[src/rtl/distance_filter_pkg.sv]
// Shared zone encodings and default tuning constants for the distance filter.
package distance_pkg;

  typedef enum logic [1:0] {
    ZONE_NONE = 2'd0,
    ZONE_NEAR = 2'd1,
    ZONE_MID  = 2'd2,
    ZONE_FAR  = 2'd3
  } zone_e;

  localparam int unsigned DEPTH_DEF          = 4;
  localparam int unsigned MIN_CM_DEF         = 2;
  localparam int unsigned MAX_CM_DEF         = 200;
  localparam int unsigned NEAR_CM_DEF        = 20;
  localparam int unsigned FAR_CM_DEF         = 100;
  localparam int unsigned HYST_CM_DEF        = 2;
  localparam int unsigned TIMEOUT_CYCLES_DEF = 5_000_000;

endpackage

[src/rtl/distance_filter_if.sv]
// Sample-in / filtered-result-out bundle between the sensor stage and the filter.
interface distance_filter_if;
  logic                  sample_valid;
  logic [7:0]            sample;
  logic                  out_valid;
  logic [7:0]            out_distance;
  distance_pkg::zone_e   zone;
  logic                  stale;

  modport master (
    output sample_valid, sample,
    input  out_valid, out_distance, zone, stale
  );

  modport slave (
    input  sample_valid, sample,
    output out_valid, out_distance, zone, stale
  );
endinterface

[src/rtl/distance_filter_sample_window.sv]
// Circular sample buffer with running sum; exposes the post-update average and fill state.
module sample_window
  import distance_pkg::*;
#(
  parameter int unsigned DEPTH = DEPTH_DEF
) (
  input  logic       clock,
  input  logic       resetn,
  input  logic       flush_i,
  input  logic       wr_en_i,
  input  logic [7:0] din_i,
  output logic [7:0] avg_d_o,
  output logic       full_d_o
);

  localparam int unsigned LOG   = $clog2(DEPTH);
  localparam int unsigned SW    = 8 + LOG;
  localparam int unsigned PTR_W = (DEPTH > 1) ? LOG : 1;
  localparam int unsigned FW    = LOG + 1;

  logic [7:0]       mem_q [DEPTH];
  logic [PTR_W-1:0] ptr_q, ptr_d;
  logic [SW-1:0]    sum_q, sum_d;
  logic [FW-1:0]    fill_q, fill_d;
  logic [7:0]       evicted;

  // Once full, the slot about to be overwritten holds the oldest sample.
  assign evicted = (fill_q == FW'(DEPTH)) ? mem_q[ptr_q] : '0;

  always_comb begin
    ptr_d  = ptr_q;
    sum_d  = sum_q;
    fill_d = fill_q;
    if (wr_en_i) begin
      sum_d  = sum_q + SW'(din_i) - SW'(evicted);
      ptr_d  = (ptr_q == PTR_W'(DEPTH - 1)) ? '0 : ptr_q + 1'b1;
      fill_d = (fill_q == FW'(DEPTH)) ? fill_q : fill_q + 1'b1;
    end else if (flush_i) begin
      ptr_d  = '0;
      sum_d  = '0;
      fill_d = '0;
    end
  end

  always_ff @(posedge clock or negedge resetn) begin
    if (!resetn) begin
      ptr_q  <= '0;
      sum_q  <= '0;
      fill_q <= '0;
    end else begin
      ptr_q  <= ptr_d;
      sum_q  <= sum_d;
      fill_q <= fill_d;
    end
  end

  always_ff @(posedge clock) begin
    if (wr_en_i) mem_q[ptr_q] <= din_i;
  end

  assign avg_d_o  = sum_d[LOG +: 8];
  assign full_d_o = (fill_d == FW'(DEPTH));

endmodule

[src/rtl/distance_filter.sv]
// Range-gated moving-average distance filter with hysteretic proximity zones and stale timeout.
module distance_filter
  import distance_pkg::*;
#(
  parameter int unsigned DEPTH          = DEPTH_DEF,
  parameter int unsigned MIN_CM         = MIN_CM_DEF,
  parameter int unsigned MAX_CM         = MAX_CM_DEF,
  parameter int unsigned NEAR_CM        = NEAR_CM_DEF,
  parameter int unsigned FAR_CM         = FAR_CM_DEF,
  parameter int unsigned HYST_CM        = HYST_CM_DEF,
  parameter int unsigned TIMEOUT_CYCLES = TIMEOUT_CYCLES_DEF
) (
  input  logic            clock,
  input  logic            resetn,
  distance_filter_if.slave bus
);

  localparam int unsigned TW = $clog2(TIMEOUT_CYCLES + 1);

  logic          accept, timeout, flush, emit, full_d;
  logic [7:0]    avg_d;
  logic [31:0]   avg32, sample32;
  logic [TW-1:0] timer_q, timer_d;
  logic          out_valid_q, stale_q;
  logic [7:0]    out_distance_q;
  zone_e         zone_q, zone_d;

  assign sample32 = 32'(bus.sample);
  assign accept   = bus.sample_valid && (sample32 >= MIN_CM) && (sample32 <= MAX_CM);
  assign timeout  = (timer_q == TW'(TIMEOUT_CYCLES));
  // An accepted sample in the timeout cycle suppresses the flush.
  assign flush    = timeout && !accept;
  assign emit     = accept && full_d;
  assign avg32    = 32'(avg_d);

  sample_window #(.DEPTH(DEPTH)) u_window (
    .clock    (clock),
    .resetn   (resetn),
    .flush_i  (flush),
    .wr_en_i  (accept),
    .din_i    (bus.sample),
    .avg_d_o  (avg_d),
    .full_d_o (full_d)
  );

  always_comb begin
    timer_d = timer_q;
    if (accept)        timer_d = '0;
    else if (!timeout) timer_d = timer_q + 1'b1;
  end

  // Farther-zone transitions need HYST_CM of margin; nearer ones do not.
  always_comb begin
    zone_d = zone_q;
    if (flush) begin
      zone_d = ZONE_NONE;
    end else if (emit) begin
      case (zone_q)
        ZONE_NONE: begin
          if (avg32 < NEAR_CM)     zone_d = ZONE_NEAR;
          else if (avg32 < FAR_CM) zone_d = ZONE_MID;
          else                     zone_d = ZONE_FAR;
        end
        ZONE_NEAR: begin
          if (avg32 >= FAR_CM + HYST_CM)       zone_d = ZONE_FAR;
          else if (avg32 >= NEAR_CM + HYST_CM) zone_d = ZONE_MID;
        end
        ZONE_MID: begin
          if (avg32 < NEAR_CM)                 zone_d = ZONE_NEAR;
          else if (avg32 >= FAR_CM + HYST_CM)  zone_d = ZONE_FAR;
        end
        ZONE_FAR: begin
          if (avg32 < NEAR_CM)     zone_d = ZONE_NEAR;
          else if (avg32 < FAR_CM) zone_d = ZONE_MID;
        end
        default: zone_d = ZONE_NONE;
      endcase
    end
  end

  always_ff @(posedge clock or negedge resetn) begin
    if (!resetn) begin
      zone_q <= ZONE_NONE;
    end else begin
      zone_q <= zone_d;
    end
  end

  always_ff @(posedge clock or negedge resetn) begin
    if (!resetn) begin
      timer_q        <= '0;
      out_valid_q    <= 1'b0;
      out_distance_q <= '0;
      stale_q        <= 1'b1;
    end else begin
      timer_q     <= timer_d;
      out_valid_q <= emit;
      if (emit) begin
        out_distance_q <= avg_d;
        stale_q        <= 1'b0;
      end else if (flush) begin
        stale_q <= 1'b1;
      end
    end
  end

  assign bus.out_valid    = out_valid_q;
  assign bus.out_distance = out_distance_q;
  assign bus.zone         = zone_q;
  assign bus.stale        = stale_q;

endmodule

[src/flat_wrapper.sv]
// flat-port wrapper written by rule: the top's interface ports become plain ports
module distance_filter_flat import distance_pkg::*;
#(
  parameter int unsigned DEPTH          = DEPTH_DEF,
  parameter int unsigned MIN_CM         = MIN_CM_DEF,
  parameter int unsigned MAX_CM         = MAX_CM_DEF,
  parameter int unsigned NEAR_CM        = NEAR_CM_DEF,
  parameter int unsigned FAR_CM         = FAR_CM_DEF,
  parameter int unsigned HYST_CM        = HYST_CM_DEF,
  parameter int unsigned TIMEOUT_CYCLES = TIMEOUT_CYCLES_DEF
)
  (clock, resetn, bus_sample_valid, bus_sample, bus_out_valid, bus_out_distance, bus_zone, bus_stale);
  distance_filter_if bus_i ();
  input  logic clock;
  input  logic resetn;
  input wire logic [$bits(bus_i.sample_valid)-1:0] bus_sample_valid;
  input wire logic [$bits(bus_i.sample)-1:0] bus_sample;
  output wire logic [$bits(bus_i.out_valid)-1:0] bus_out_valid;
  output wire logic [$bits(bus_i.out_distance)-1:0] bus_out_distance;
  output wire logic [$bits(bus_i.zone)-1:0] bus_zone;
  output wire logic [$bits(bus_i.stale)-1:0] bus_stale;
  assign bus_i.sample_valid = bus_sample_valid;
  assign bus_i.sample = bus_sample;
  assign bus_out_valid = bus_i.out_valid;
  assign bus_out_distance = bus_i.out_distance;
  assign bus_zone = bus_i.zone;
  assign bus_stale = bus_i.stale;
  distance_filter #(.DEPTH(DEPTH), .MIN_CM(MIN_CM), .MAX_CM(MAX_CM), .NEAR_CM(NEAR_CM), .FAR_CM(FAR_CM), .HYST_CM(HYST_CM), .TIMEOUT_CYCLES(TIMEOUT_CYCLES)) u_core (.clock(clock), .resetn(resetn), .bus(bus_i));
endmodule
[config.mk]
export PLATFORM = sky130hd
export DESIGN_NAME = distance_filter_flat
export DESIGN_NICKNAME = d
export VERILOG_FILES = /design/src/rtl/distance_filter_pkg.sv /design/src/rtl/distance_filter_if.sv /design/src/rtl/distance_filter_sample_window.sv /design/src/rtl/distance_filter.sv /design/src/flat_wrapper.sv
export SDC_FILE = /design/constraint.sdc
export NUM_CORES = 1
export LEC_CHECK = 0
export BUFFER_PORTS_ARGS = -buffer_cell sky130_fd_sc_hd__buf_2
export CAP_MARGIN = 25
export CORE_MARGIN = 1
export CORE_UTILIZATION = 23
export CTS_BUF_LIST = sky130_fd_sc_hd__clkbuf_2 sky130_fd_sc_hd__clkbuf_4 sky130_fd_sc_hd__clkbuf_8
export CTS_CLUSTER_SIZE = 30
export DETAILED_ROUTE_END_ITERATION = 6
export MAX_ROUTING_LAYER = met4
export PLACE_DENSITY_LB_ADDON = 0.1
export SKIP_LAST_GASP = 1
export SLEW_MARGIN = 25
export SYNTH_ARGS = -nofsm -noshare
export SYNTH_HDL_FRONTEND = slang
export SYNTH_SLANG_ARGS = --single-unit
[constraint.sdc]
create_clock -name clock -period 4.4 [get_ports clock]
set_input_delay 0.44 -clock clock [delete_from_list [all_inputs] [get_ports clock]]
set_output_delay 0.44 -clock clock [all_outputs]
set_load 0.01 [all_outputs]
Word-level counts from Yosys, hierarchy flattened
Memories as Yosys holds them, arrays and structs flattened.
Cells that the tools add are included.
{"block": "word_totals", "output_inout_bits": 12, "input_bits": 11, "ram_bits": 32, "memories": 1, "word_cells": 67, "regBits": 50}
{"block": "op_classes", "mux": 26, "eq_ne": 11, "n_addsub": 5, "n_reduce_logical": 9, "n_lt_le_gt_ge": 6}
{"name": "u_core.u_window.mem_q", "depth": 4, "width": 8, "rd": 1, "rd_clocked_by_memory_dff": 0, "write_ports": 1, "line": "distance_filter_sample_window.sv:21", "text": "logic [7:0] mem_q [DEPTH];"}
{"cell": "two-way mux 23 bit", "n": 2}
{"cell": "two-way mux 2 bit", "n": 12}
{"cell": "adder 23 x 1 -> 23 bit, second input constant", "n": 1}
{"cell": "== test 23 bit, second input constant", "n": 1}
{"cell": "two-way mux 10 bit", "n": 2}
{"cell": "inequality test 4 x 1 -> 1 bit, second input constant", "n": 3}
{"cell": "adder 10 x 8 -> 10 bit", "n": 1}
{"cell": "subtractor 10 x 8 -> 10 bit", "n": 1}
{"cell": "two-way mux 3 bit", "n": 3}
{"cell": ">= comparator 8 x 2 -> 1 bit, second input constant", "n": 1}
{"cell": ">= comparator 8 x 5 -> 1 bit, second input constant", "n": 1}
{"cell": ">= comparator 8 x 7 -> 1 bit, second input constant", "n": 1}
{"cell": "less-or-equal comparator 8 bit, second input constant", "n": 1}
{"cell": "less-than comparator 8 x 5 -> 1 bit, second input constant", "n": 1}
{"cell": "less-than comparator 8 x 7 -> 1 bit, second input constant", "n": 1}
{"cell": "two-way mux 8 bit", "n": 1}
{"cell": "case mux 2 bit (4 select lines)", "n": 1}
{"cell": "== test 2 bit, second input constant", "n": 3}
{"cell": "== test 3 bit, second input constant", "n": 2}
{"cell": "two-way mux 1 bit", "n": 5}
{"cell": "logical AND 1 bit", "n": 4}
{"cell": "AND reduction 4 bit", "n": 1}
{"cell": "nonzero test 2 bit", "n": 2}
{"cell": "adder 3 x 1 -> 3 bit, second input constant", "n": 1}
{"cell": "5 further kinds", "n": 5}

Logic depth before layout (Yosys ltp)
Gate-level depths: netlist of run 1.
{"block": "depth", "word_depth": 13, "ltp_mapped": 18, "mapped_depth_nobuf": 18}

Cells and area by module
A second synthesis of run 1 with hierarchy kept.
{"block": "hier_totals", "cells_unflattened": 393, "area_unflattened_um2": 4571.9}
{"mod": "sample_window", "n_inst": 1, "area_per_inst_um2": 2656.3, "cells_per_inst": 209, "seq_area_each_um2": 1336.3}
{"mod": "distance_filter", "n_inst": 1, "area_per_inst_um2": 1915.6, "cells_per_inst": 184, "seq_area_each_um2": 877.1}

Least setup slack after synthesis of run 1
Ideal clock, no wire load.
{"block": "synth_timing", "path_type": "reg-to-reg", "startpoint": "register u_core.u_window.ptr_q[0]", "endpoint": "register u_core.zone_q[0] (netlist: u_core.bus.zone[0])", "synth_period_minus_slack_ns": 4.184, "path_stages_with_launch": 16, "required_ns": 4.268, "setup_time_ns": 0.132, "arrival_time_ns": 4.053, "path_buffers": 1, "path_slack_ns": 0.216, "path_cell_list": "dfrtp_1 -> clkbuf_1 -> mux4_2 -> nor2b_1 -> fa_1 -> inv_1 -> ha_1 -> and4_1 -> a21oi_1 -> a21oi_1 -> a2111oi_0 -> xnor2_1 -> o21ai_1 -> a22o_1 -> nor4_1 -> a211oi_1"}
{"block": "synth_via", "elab_chain_len": 10, "elab_cells_between_ends": 20, "cone_classes": "add/sub (1); order compare (4); eq/ne (3); mux (10); reduce/logical (1); memory (1)"}
{"item": "start, declared", "line": "distance_filter_sample_window.sv:22", "text": "logic [PTR_W-1:0] ptr_q, ptr_d;"}
{"item": "start signal, assigned", "line": "distance_filter_sample_window.sv:51", "text": "ptr_q <= ptr_d;"}
{"item": "memory read (4 x 8 bit) (*)"}
{"item": "two-way mux 8 bit (*)", "line": "distance_filter_sample_window.sv:28", "text": "assign evicted = (fill_q == FW'(DEPTH)) ? mem_q[ptr_q] : '0;"}
{"item": "subtractor 10 x 8 -> 10 bit (*)", "line": "distance_filter_sample_window.sv:35", "text": "sum_d = sum_q + SW'(din_i) - SW'(evicted);"}
{"item": "two-way mux 10 bit (*)", "line": "distance_filter_sample_window.sv:34", "text": "if (wr_en_i) begin"}
{"item": "named net u_core.avg_d[7]", "line": "distance_filter.sv:21", "text": "logic [7:0] avg_d;"}
{"item": "less-than comparator 8 x 7 -> 1 bit", "line": "distance_filter.sv:61, distance_filter.sv:74"}
{"item": "two-way mux 1 bit", "line": "distance_filter.sv:61", "text": "else if (avg32 < FAR_CM) zone_d = ZONE_MID;"}
{"item": "two-way mux 2 bit", "line": "distance_filter.sv:60", "text": "if (avg32 < NEAR_CM) zone_d = ZONE_NEAR;"}
{"item": "case mux 2 bit (4 select lines)", "line": "distance_filter.sv:58", "text": "case (zone_q)"}
{"item": "two-way mux 2 bit", "line": "distance_filter.sv:57", "text": "end else if (emit) begin"}
{"item": "two-way mux 2 bit", "line": "distance_filter.sv:55", "text": "if (flush) begin"}
{"item": "end signal, assigned", "line": "distance_filter.sv:85", "text": "zone_q <= zone_d;"}
{"item": "end, declared", "line": "distance_filter.sv:26", "text": "zone_e zone_q, zone_d;"}
The timed path passes the listed nets; every way through them passes the cells marked *. The select of a mux whose other input is x is not followed.
A chain may end at the register's enable or synchronous reset.

Final worst setup path of run 1
{"block": "layout_timing", "startpoint": "register u_core.u_window.ptr_q[0]", "endpoint": "register u_core.zone_q[1] (netlist: u_core.bus.zone[1])"}
{"block": "layout_via", "elab_chain_len": 9, "elab_cells_between_ends": 19, "cone_classes": "add/sub (1); order compare (4); eq/ne (3); mux (9); reduce/logical (1); memory (1)"}
{"item": "memory read (4 x 8 bit) (*)"}
{"item": "two-way mux 8 bit (*)", "line": "distance_filter_sample_window.sv:28"}
{"item": "subtractor 10 x 8 -> 10 bit (*)", "line": "distance_filter_sample_window.sv:35"}
{"item": "two-way mux 10 bit (*)", "line": "distance_filter_sample_window.sv:34"}
{"item": "less-than comparator 8 x 5 -> 1 bit or >= comparator 8 x 7 -> 1 bit (tied branches)"}
{"item": "two-way mux 2 bit, on equally long branches"}
{"item": "case mux 2 bit (4 select lines)", "line": "distance_filter.sv:58"}
{"item": "two-way mux 2 bit", "line": "distance_filter.sv:57"}
{"item": "two-way mux 2 bit", "line": "distance_filter.sv:55"}
Every way passes the cells marked *; elsewhere a longest branch is shown, timed or not. The select of a mux whose other input is x is not followed.

==> flow_metrics.env, run 1 <==
export IMPL_status="complete, no violations"
export IMPL_h_tree_depth=3
export IMPL_cts_root_buf="clkbuf_8"
export IMPL_yosysUniqueCellTypes=66
export IMPL_fin_util_pct=27.0
export IMPL_insertion_delay_ns=0.37
export IMPL_syn2layout_area_growth_pct=14.4
export IMPL_syn_inst=386
export IMPL_ant_nets=0
export IMPL_post_route_drc_count=0
export IMPL_dp_slack_ns=0.0501
export IMPL_avgSynthCellArea_sq_um=11.5
export IMPL_nNetsFinal=456
export IMPL_hold_path_class="in2async"
export IMPL_clock_sinks=82
export IMPL_async_flop_share_pct=61.0
export IMPL_grt_pass1_vias=3150
export IMPL_slew_headroom_pct=53.0
export IMPL_port_buffer_count=22
export IMPL_period_minus_slack_ns=4.08
export IMPL_cp_slowest_cell="dfrtp_2"
export IMPL_vias=2930
export IMPL_core_area_sq_um=18800
export IMPL_grt_pass1_wl_mm=17.1
export IMPL_die_w_um=141
export IMPL_end_kind="register"
export IMPL_final_area_sq_um=5080
export IMPL_r2r_start="u_core.u_window.ptr_q[0]$_DFFE_PN0P_"
export IMPL_finalMaxSlewViolations=0
export IMPL_yosysWarnings=0
export IMPL_setup_viol=0
export IMPL_crit_path_max_fanout=8
export IMPL_io_pins=23
export IMPL_grt_usage_pct=11.9
export IMPL_synth_ff_type="dfrtp_1"
export IMPL_startpoint="u_core.u_window.ptr_q[0]$_DFFE_PN0P_"
export IMPL_finalHoldViolations=0
export IMPL_final_layout_size_suffix_gt1_share_pct=18.4
export IMPL_grt_max_degree=51
export IMPL_rows=50
export IMPL_clockBufferDepth=2
export IMPL_start_kind="register"
export IMPL_path_cells="buf_4 -> mux4_2 -> nor2b_1 -> ha_1 -> inv_1 -> ha_1 -> inv_1 -> fa_1 -> nor2b_1 -> o22ai_1 -> xnor2_1 -> and3_1 -> a311o_1 -> a221oi_1 -> mux2i_1 -> o21ai_1 -> a21oi_1"
export IMPL_setup_ws_ns=0.325
export IMPL_grt_overflow_total=0
export IMPL_tightest_slew_ns=0.706
export IMPL_fmax_ghz=0.245
export IMPL_drtIter0Drc=159
export IMPL_worst_clock_skew_ns=0.0147
export IMPL_netlist_area_sq_um=4440
export IMPL_path_class="reg2reg"
export IMPL_p_leak_nw=2.11
export IMPL_antenna_found_initial=0
export IMPL_drt_wirelength_per_cell_um=15.2
export IMPL_routed_wl_mm=10.4
export IMPL_post_dp_cell_area_sq_um=4880
export IMPL_synth_seq_area_share_pct=49.9
export IMPL_r2r_cells=17
export IMPL_p_per_area_nw_per_um2=663
export IMPL_cp_slowest_stage_delay_ns=0.51
export IMPL_die_h_um=141
export IMPL_required_ns=4.66
export IMPL_cts_tree="yes"
export IMPL_post_route_period_util_pct=92.6
export IMPL_syn_nets=423
export IMPL_dpl_hpwl_mm=7.36
export IMPL_worst_ep_arrival_time_ns=4.34
export IMPL_drt_pass1_iterations=4
export IMPL_ir_worst_vdd_mv=0.216
export IMPL_clk_pin_slew_worst_paths_ns=0.09
export IMPL_avgViaCountPerCell=4.29
export IMPL_finalWeightedCongestion=0.784
export IMPL_synth_edf_count=32
export IMPL_dieArea_sq_um=19900
export IMPL_numCtsBuffers=9
export IMPL_initial_core_util_pct=23.6
export IMPL_cap_violations=0
export IMPL_ys_seq_elements=82
export IMPL_num_antenna_cells=0
[power breakdown]
| part | internal (W) | switching, W | total (W) |
|---|---|---|---|
| clock | 0.000237 | 0.000285 | 0.000522 |
| sequential | 0.000967 | 0.000123 | 0.00109 |
| combinational | 0.000773 | 0.000984 | 0.00176 |
| total | 0.00198 | 0.00139 | 0.00337 |
[cell families after synthesis]
| group | count (synthesis) | synth area share [%] |
|---|---|---|
| xor+xnor | 26 | 5.13 |
| mux | 15 | 5.78 |
| buf+inv | 48 | 4.48 |
| simple gates | 129 | 16.4 |
| compound gates | 60 | 9.64 |
| flops | 82 | 49.9 |
| fa+ha+maj | 26 | 8.68 |
[registers in the layout (all words and copies together), names as in the netlist]
register / flops
u_core.bus.out_distance: 8
u_core.bus.out_valid: 1
u_core.bus.stale: 1
u_core.bus.zone: 2
u_core.timer_q: 23
u_core.u_window.fill_q: 3
u_core.u_window.mem_q: 32
u_core.u_window.ptr_q: 2
u_core.u_window.sum_q: 10
[per-stage QoR]
stage | instances | TNS (ns) | power [W] | hold WS, ns
6_report | 683 | 0 | 0.00337 | 0.165
5_1_grt | 683 | -0.000661 | 0.00368 | 0.205
4_1_cts | 682 | 0 | 0.00340 | 0.204
3_5_place_dp | 667 | 0 | 0.00285 | 0.495
3_3_place_gp | 667 | 0 | 0.00286 | 0.487
2_1_floorplan | 386 | 0 | 0.00238 | 0.144
[final timing paths]
kind                                                    endpoint  slack, ns
max in group asynchronous   u_core.u_window.ptr_q[0]$_DFFE_PN0P_       3.69
setup / recovery                  u_core.bus.zone[1]$_DFFE_PN0P_       0.32
min in group clock         u_core.u_window.mem_q[2][3]$_DFFE_PP_       0.32
setup reg to reg                  u_core.bus.zone[1]$_DFFE_PN0P_       0.32
hold / removal              u_core.u_window.sum_q[0]$_DFFE_PN0P_       0.16
hold reg to reg                     u_core.bus.stale$_DFFE_PN1N_       0.50
[cells in the final DEF, fill, tap and decap left out, types with 2 or more instances in the layout]
master / n
a221oi_1: 2
nor2_1: 39
a31oi_1: 3
buf_4: 9
mux2i_1: 2
and2_1: 5
a21o_1: 4
clkbuf_8: 11
dfrtp_1: 47
nand3_1: 10
xor2_1: 17
dfrtp_2: 2
and3_1: 8
o22ai_1: 3
nand4_1: 4
or2_1: 2
edfxtp_1: 32
nor2b_1: 10
nor3_1: 6
fa_1: 8
and4b_1: 2
nand3b_1: 2
a22o_1: 2
or3_1: 3
ha_1: 18
mux2_2: 5
o21ai_1: 3
nor4b_4: 2
a21oi_1: 10
mux4_2: 8
nor2_2: 2
nor4_2: 2
clkinv_2: 3
inv_1: 39
o21ai_0: 13
nand2_1: 22
buf_2: 22
xnor2_1: 9
[timing repair]
| item | CTS | global route |
|---|---|---|
| endpoints found under the setup margin | 0 | 3 |
| setup buffers | 0 | 1 |
| hold buffers | 0 | 0 |
| gates resized for setup | 0 | 5 |
[area by class of cell]
class,instances,area [sq um]
tap,260,325
sequential,82,2220
multi-input combinational,256,2040
timing repair buffer,31,178
clock inverter,3,15.0
inverter,39,146
clock buffer,12,159
fill,2001,13800
[per-layer routing]
| layer | up-vias | GRT usage, % | wire length [um] | part of all wire (%) |
|---|---|---|---|---|
| met5 | - | - | 0 | 0 |
| met4 | 0 | 4.58 | 176 | 1.7 |
| met3 | 16 | 2.55 | 230 | 2.2 |
| met2 | 31 | 19.3 | 5080 | 49 |
| met1 | 1465 | 14.4 | 4930 | 47 |
| li1 | 1418 | - | - | - |
[critical path, delay by kind of cell, from the launching register on]
kind / cells / cell delay [ns]
and+or+nand+nor: 3 / 0.55
adders and majority gates: 3 / 0.82
xor gates and xnor gates: 1 / 0.18
buffers and inverters: 3 / 0.29
DFF: 1 / 0.51
muxes: 2 / 0.60
AOI/OAI and AO/OA: 5 / 1.02
[synthesized netlist by cell type, drive strengths merged (2+ instances only)]
cell type | count | area, sq um
dfrtp | 49 | 1230
nor2 | 41 | 156
inv | 39 | 146
edfxtp | 32 | 961
nand2 | 23 | 86.3
ha | 18 | 225
o21ai | 17 | 88.8
xor2 | 17 | 149
nand3 | 11 | 67.6
a21oi | 10 | 50.1
nor2b | 10 | 62.6
and3 | 9 | 57.6
xnor2 | 9 | 78.8
fa | 8 | 160
mux4 | 8 | 180
nor3 | 7 | 40.0
clkbuf | 6 | 22.5
and2 | 5 | 31.3
mux2 | 5 | 56.3
nand4 | 5 | 46.3
a21o | 4 | 30.0
o22ai | 4 | 31.3
a31oi | 3 | 18.8
buf | 3 | 30.0
nor4 | 3 | 31.3
or3 | 3 | 18.8
a211oi | 2 | 20.0
a21boi | 2 | 15.0
a221oi | 2 | 17.5
a22o | 2 | 17.5
and4b | 2 | 20.0
mux2i | 2 | 20.0
nand3b | 2 | 15.0
nor4b | 2 | 47.6
or2 | 2 | 12.5
Note: power is estimated with default switching activity, not from simulation.
==> run 2: changes to the inputs <==
- CORE_UTILIZATION: 23 -> 45
==> flow_metrics.env, run 2 (synthesis results as in run 1) <==
export IMPL_status="complete, no violations"
export IMPL_pwr_share_seq_pct=32.7
export IMPL_top_register="u_core.u_window.mem_q"
export IMPL_reg2reg_slack_ns=0.30
export IMPL_grt_overflow_total=0
export IMPL_crit_path_max_fanout=11
export IMPL_end_kind="register"
export IMPL_rsz0062_at_grt="false"
export IMPL_drt_wirelength_per_cell_um=16.1
export IMPL_numCtsBuffers=9
export IMPL_port_buffer_count=22
export IMPL_cts_root_buf="clkbuf_8"
export IMPL_clockBufferDepth=2
export IMPL_cp_slowest_stage_delay_ns=0.56
export IMPL_grt_max_degree=51
export IMPL_grt_usage_pct=20.3
export IMPL_antenna_found_initial=0
export IMPL_grt_pass1_wl_mm=15.1
export IMPL_dieArea_sq_um=10300
export IMPL_routed_wl_mm=8.87
export IMPL_largestRegisters="u_core.u_window.mem_q (32), u_core.timer_q (23), u_core.u_window.sum_q (10)"
export IMPL_combPwrFrac_pct=50.8
export IMPL_clock_sinks=82
export IMPL_nNetsFinal=453
export IMPL_hold_path_class="in2async"
export IMPL_fin_cells=550
export IMPL_wl_met2_mm=4.40
export IMPL_finalWeightedCongestion=0.882
export IMPL_die_h_um=101
export IMPL_largest_reg_flops=32
export IMPL_placed_cells=534
export IMPL_setup_viol=0
export IMPL_setup_tns_ns=0
export IMPL_ir_worst_vdd_mv=0.282
export IMPL_dp_slack_ns=0.0593
export IMPL_grt_pass1_vias=3028
export IMPL_setup_ws_ns=0.296
export IMPL_rows=35
export IMPL_period_minus_slack_ns=4.10
export IMPL_dpl_hpwl_mm=6.24
export IMPL_avgViaCountPerCell=5.32
export IMPL_critical_path_top_delay_family="compound AO/OA/AOI/OAI gates"
export IMPL_io_pins=23
export IMPL_routed_top_layer="met4"
export IMPL_power_w=0.00334
export IMPL_tightest_slew_ns=0.713
export IMPL_finalMaxSlewViolations=0
export IMPL_clk_pin_slew_worst_paths_ns=0.09
export IMPL_cap_violations=0
export IMPL_ant_nets=0
export IMPL_num_antenna_cells=0
export IMPL_h_tree_depth=3
export IMPL_finalHoldViolations=0
export IMPL_post_route_drc_count=0
export IMPL_slew_headroom_pct=52.5
export IMPL_post_route_period_util_pct=93.3
export IMPL_core_area_sq_um=9420
export IMPL_final_cell_mix="dfrtp_1 (48), inv_1 (39), nor2_1 (39)"
export IMPL_cpMostUsedCell="a21oi_1"
export IMPL_fill_cells=839
export IMPL_final_common_cell="dfrtp_1"
export IMPL_cts_tree="yes"
export IMPL_wl_met3_um=240
export IMPL_p_per_area_nw_per_um2=680
export IMPL_die_w_um=101
export IMPL_cp_slowest_cell="dfrtp_2"
export IMPL_drtIter0Drc=125
export IMPL_swShare_pct=40.7
export IMPL_fmax_ghz=0.244
export IMPL_wl_met1_mm=4.11
export IMPL_crit_buf_inv=1
export IMPL_p_sw_w=0.00136
export IMPL_power_share_clock_pct=16.4
export IMPL_final_layout_size_suffix_gt1_share_pct=17.1
export IMPL_syn2layout_area_growth_pct=10.5
export IMPL_required_ns=4.64
export IMPL_worst_ep_arrival_time_ns=4.34
export IMPL_initial_core_util_pct=47.1
export IMPL_path_cells="mux4_2 -> nor2b_1 -> fa_1 -> inv_1 -> ha_1 -> and4_1 -> a21oi_1 -> a21oi_1 -> a2111oi_1 -> xnor2_1 -> o21ai_1 -> a22o_1 -> nor4_1 -> a211oi_1"
export IMPL_p_leak_nw=2.09
export IMPL_insertion_delay_ns=0.35
export IMPL_drt_pass1_iterations=4
export IMPL_start_kind="register"
export IMPL_intPower_w=0.00198
export IMPL_path_class="reg2reg"
export IMPL_worst_clock_skew_ns=0.00740
export IMPL_postCtsSetupRepairBufs=0
export IMPL_vias=2925
run 2: changes by cell type in the layout (fill, tap and decap cells not counted):
cell,before,now
bufinv_16,0,1
a2111oi_2,1,0
clkbuf_4,1,0
clkinvlp_4,0,2
buf_4,9,6
a2111oi_1,0,1
clkinv_1,0,2
dfrtp_1,47,48
clkinv_4,0,2
clkbuf_8,11,9
dfrtp_2,2,1
clkinv_2,3,0
run 2: per-stage QoR:
| step | util [%] | hold slack (ns) | area (sq um) |
|---|---|---|---|
| after global placement | 50.0 | 0.486 | 4710 |
| after floorplan | - | 0.144 | 4440 |
| after CTS | 52.0 | 0.213 | 4900 |
| after global routing | 52.1 | 0.234 | 4900 |
| after detailed placement | 50.0 | 0.491 | 4710 |
| final | 52.1 | 0.183 | 4900 |
run 2: layer usage:
metal | global-route usage [%] | vias up
li1 | - | 1420
met1 | 25.1 | 1452
met2 | 34.0 | 45
met3 | 2.97 | 8
met5 | - | -
met4 | 7.36 | 0
run 2: power groups by stage:
stage	logic [W]	registers, W	clock network (W)
5_1_grt	0.00191	0.00112	0.000595
3_3_place_gp	0.00167	0.00110	0
2_1_floorplan	0.00130	0.00108	0
3_5_place_dp	0.00169	0.00111	0
4_1_cts	0.00170	0.00109	0.000562
6_report	0.00170	0.00109	0.000548
run 2: layout make-up:
type	instances	area, sq um	area share (%)
Inverter	39	146	2.98
Multi-Input combinational cell	256	2030	41.5
Sequential cell	82	2210	45.2
Clock buffer	9	124	2.53
Clock inverter	7	70.1	1.43
Timing Repair Buffer	28	155	3.16
Tap cell	129	161	3.29
run 2: path summary, 6_finish.rpt:
| path | start | to | cells after the start |
|---|---|---|---|
| max | u_core.u_window.ptr_q[0]$_DFFE_PN0P_ | u_core.bus.zone[0]$_DFFE_PN0P_ | 14 |
| min | resetn | u_core.u_window.sum_q[0]$_DFFE_PN0P_ | 2 |
| max reg2reg | u_core.u_window.ptr_q[0]$_DFFE_PN0P_ | u_core.bus.zone[0]$_DFFE_PN0P_ | 14 |
| min reg2reg | u_core.bus.out_distance[4]$_DFFE_PN0P_ | u_core.bus.out_distance[4]$_DFFE_PN0P_ | 1 |
| max in group asynchronous | resetn | u_core.u_window.ptr_q[0]$_DFFE_PN0P_ | 2 |
| min in group clock | bus_sample[3] | u_core.u_window.mem_q[0][3]$_DFFE_PP_ | 1 |
run 2: repair_timing:
| action | in CTS | in global routing |
|---|---|---|
| resized for setup | 0 | 3 |
| hold buffers | 0 | 0 |
| setup endpoints to repair | 0 | 3 |
==> run 3: changes to the inputs <==
- ABC_AREA: default -> 1
- CELL_PAD_IN_SITES_DETAIL_PLACEMENT: default -> 1
- CELL_PAD_IN_SITES_GLOBAL_PLACEMENT: default -> 1
- CORE_UTILIZATION: 45 -> 44
- MAX_ROUTING_LAYER: met4 -> default
==> flow_metrics.env, run 3 <==
export IMPL_endpoint="u_core.bus.zone[1]$_DFFE_PN0P_"
export IMPL_worst_ep_arrival_time_ns=4.17
export IMPL_top_register="u_core.u_window.mem_q"
export IMPL_worst_clock_skew_ns=0.00940
export IMPL_grt_usage_pct=22.3
export IMPL_synth_edf_count=32
export IMPL_r2r_end="u_core.bus.zone[1]$_DFFE_PN0P_"
export IMPL_synth_most_common_cell="nand2_1"
export IMPL_avgViaCountPerCell=5.10
export IMPL_path_class="reg2reg"
export IMPL_grt_pass1_wl_mm=19.5
export IMPL_cts_resized=0
export IMPL_nNetsFinal=635
export IMPL_synth_top_area_share_pct=25.4
export IMPL_final_common_cell="nand2_1"
export IMPL_setup_ws_ns=0.490
export IMPL_post_dp_cell_area_sq_um=5080
export IMPL_fin_util_pct=50.7
export IMPL_routed_wl_mm=11.5
export IMPL_p_leak_nw=2.39
export IMPL_num_antenna_cells=0
export IMPL_status="complete, no violations"
export IMPL_final_cell_mix="nand2_1 (104), inv_1 (86), nor2_1 (72)"
export IMPL_slew_headroom_pct=49.3
export IMPL_synth_ff_type="dfrtp_1"
export IMPL_yosys_top_cells_count="nand2_1 (104), inv_1 (86), nor2_1 (72), dfrtp_1 (49), o21ai_0 (33)"
export IMPL_h_tree_depth=3
export IMPL_syn2layout_area_growth_pct=9.82
export IMPL_final_area_sq_um=5300
export IMPL_postCtsSetupRepairBufs=0
export IMPL_reg2reg_slack_ns=0.49
export IMPL_finalMaxSlewViolations=0
export IMPL_rsz0062_at_grt="false"
export IMPL_syn_inst=572
export IMPL_dieArea_sq_um=11400
export IMPL_setup_viol=0
export IMPL_synth_seq_area_share_pct=45.8
export IMPL_p_per_area_nw_per_um2=685
export IMPL_die_w_um=107
export IMPL_finalWeightedCongestion=0.851
export IMPL_avgSynthCellArea_sq_um=8.44
export IMPL_async_flop_share_pct=61.0
export IMPL_core_area_sq_um=10500
export IMPL_cap_violations=0
export IMPL_crit_path_max_fanout=11
export IMPL_clk_pin_slew_worst_paths_ns=0.09
export IMPL_start_kind="register"
export IMPL_die_h_um=107
export IMPL_syn_nets=609
export IMPL_final_layout_size_suffix_gt1_share_pct=16.3
export IMPL_required_ns=4.66
export IMPL_drtIter0Drc=119
export IMPL_hold_path_class="in2async"
export IMPL_grt_pass1_vias=4085
export IMPL_largest_reg_flops=32
export IMPL_finalHoldViolations=0
export IMPL_largestRegisters="u_core.u_window.mem_q (32), u_core.timer_q (23), u_core.u_window.sum_q (10)"
export IMPL_antenna_found_initial=0
export IMPL_cts_root_buf="clkbuf_8"
export IMPL_end_kind="register"
export IMPL_dp_slack_ns=0.504
export IMPL_r2r_start="u_core.u_window.ptr_q[1]$_DFFE_PN0P_"
export IMPL_dpl_hpwl_mm=8.68
export IMPL_drt_wirelength_per_cell_um=15.5
export IMPL_use_met3_pct=4.01
export IMPL_met2_usage_pct=38.2
export IMPL_setup_tns_ns=0
export IMPL_drt_pass1_iterations=4
export IMPL_cts_hold_fix_buffers=0
export IMPL_io_pins=23
export IMPL_netlist_area_sq_um=4830
export IMPL_clock_sinks=82
export IMPL_synth_top_area_cell="dfrtp_1"
export IMPL_vias=3768
export IMPL_ys_seq_elements=82
export IMPL_yosysUniqueCellTypes=41
export IMPL_period_minus_slack_ns=3.91
export IMPL_grt_overflow_total=0
export IMPL_clockBufferDepth=2
export IMPL_busiest_layer="met2"
export IMPL_port_buffer_count=22
export IMPL_startpoint="u_core.u_window.ptr_q[1]$_DFFE_PN0P_"
export IMPL_cts_tree="yes"
export IMPL_fmax_ghz=0.256
export IMPL_insertion_delay_ns=0.37
export IMPL_rows=37
export IMPL_initial_core_util_pct=46.1
export IMPL_tightest_slew_ns=0.758
export IMPL_post_route_drc_count=0
export IMPL_fill_cells=1287
export IMPL_ir_worst_vdd_mv=0.287
export IMPL_r2r_cells=23
export IMPL_post_route_period_util_pct=88.9
export IMPL_grt_max_degree=51
export IMPL_grt_use_met1_pct=28.2
export IMPL_numCtsBuffers=9
export IMPL_ant_nets=0
export IMPL_yosysWarnings=0
export IMPL_synth_area_leaders="dfrtp_1 (25%), edfxtp_1 (20%), nand2_1 (8.1%)"
## run 3: cell count changes after synthesis, sizes merged, moves of 5 or more
cell and change:
nor2 +50, nand2 +97, inv +53, and2 -5, nor3 +6, mux2 -5, nand3 +22, and3 -8
o21ai +21, xor2 -13, nor2b -10, a21oi +17, xnor2 -6, mux4 -8
## run 3: how the worst min path moves through the flow
stage                                 startpoint                                     end  cells past startpoint  slack (ns)
floorplan                                 resetn  u_core.bus.out_distance[0]$_DFFE_PN0P_                      0        0.14
detailed placement  u_core.bus.stale$_DFFE_PN1N_            u_core.bus.stale$_DFFE_PN1N_                      2        0.46
global placement    u_core.bus.stale$_DFFE_PN1N_            u_core.bus.stale$_DFFE_PN1N_                      2        0.45
CTS                                       resetn           u_core.timer_q[5]$_DFFE_PN0N_                      2        0.21
global route                              resetn          u_core.timer_q[13]$_DFFE_PN0N_                      2        0.23
finish                                    resetn          u_core.timer_q[13]$_DFFE_PN0N_                      2        0.19
## run 3: logic make-up after synthesis
| family | Yosys count | synth area share (%) |
|---|---|---|
| AND/OR/NAND/NOR | 278 | 28.1 |
| flip-flops | 82 | 45.8 |
| AO/OA/AOI/OAI | 74 | 8.21 |
| buffers and inverters | 105 | 8.60 |
| XOR/XNOR | 7 | 1.27 |
| adder cells (fa/ha/maj) | 26 | 7.98 |
## run 3: report_power, final
| group | total, W | internal, W | switching (W) |
|---|---|---|---|
| Sequential | 0.00107 | 0.000958 | 0.000109 |
| Clock | 0.000624 | 0.000323 | 0.000300 |
| Combinational | 0.00194 | 0.000687 | 0.00125 |
| Total | 0.00363 | 0.00197 | 0.00166 |
## run 3: worst max-delay path: stages, from the launching register on
cell and delay, ns:
dfrtp_1 0.55, clkinv_1 0.37, nor2_1 0.18, o21ai_0 0.10
a21oi_1 0.16, ha_1 0.25, inv_1 0.06, ha_1 0.22
inv_1 0.07, fa_1 0.37, inv_1 0.08, nand2_1 0.08
nand2_1 0.12, nand3_1 0.10, nand3b_1 0.10, nand3_1 0.09
nand2_2 0.18, inv_2 0.06, nor2_2 0.19, inv_1 0.06
nand2_1 0.06, nand4_1 0.15, nand4_1 0.15, nand2_1 0.06
## run 3: layout make-up
type | instances | area (sq um) | share of cell area, %
sequential | 82 | 2210 | 41.7
multi-input combinational | 385 | 2200 | 41.5
inverter | 96 | 370 | 6.98
tap | 136 | 170 | 3.21
timing repair buffer | 24 | 125 | 2.36
clock buffer | 9 | 124 | 2.34
clock inverter | 7 | 100 | 1.89
## run 3: layer usage
| metal | up-vias | share of wire (%) | wire length [um] |
|---|---|---|---|
| met2 | 40 | 49 | 5660 |
| met1 | 1821 | 47 | 5380 |
| li1 | 1891 | - | - |
| met4 | 0 | 1.7 | 190 |
| met5 | - | 0 | 0 |
| met3 | 16 | 2.3 | 263 |
## run 3: through the flow
step | power, W | std cells | hold WS, ns
floorplan | 0.00254 | 572 | 0.144
global placement | 0.00297 | 723 | 0.451
detailed placement | 0.00304 | 723 | 0.457
CTS | 0.00367 | 739 | 0.205
global route | 0.00398 | 739 | 0.227
finish | 0.00363 | 739 | 0.187
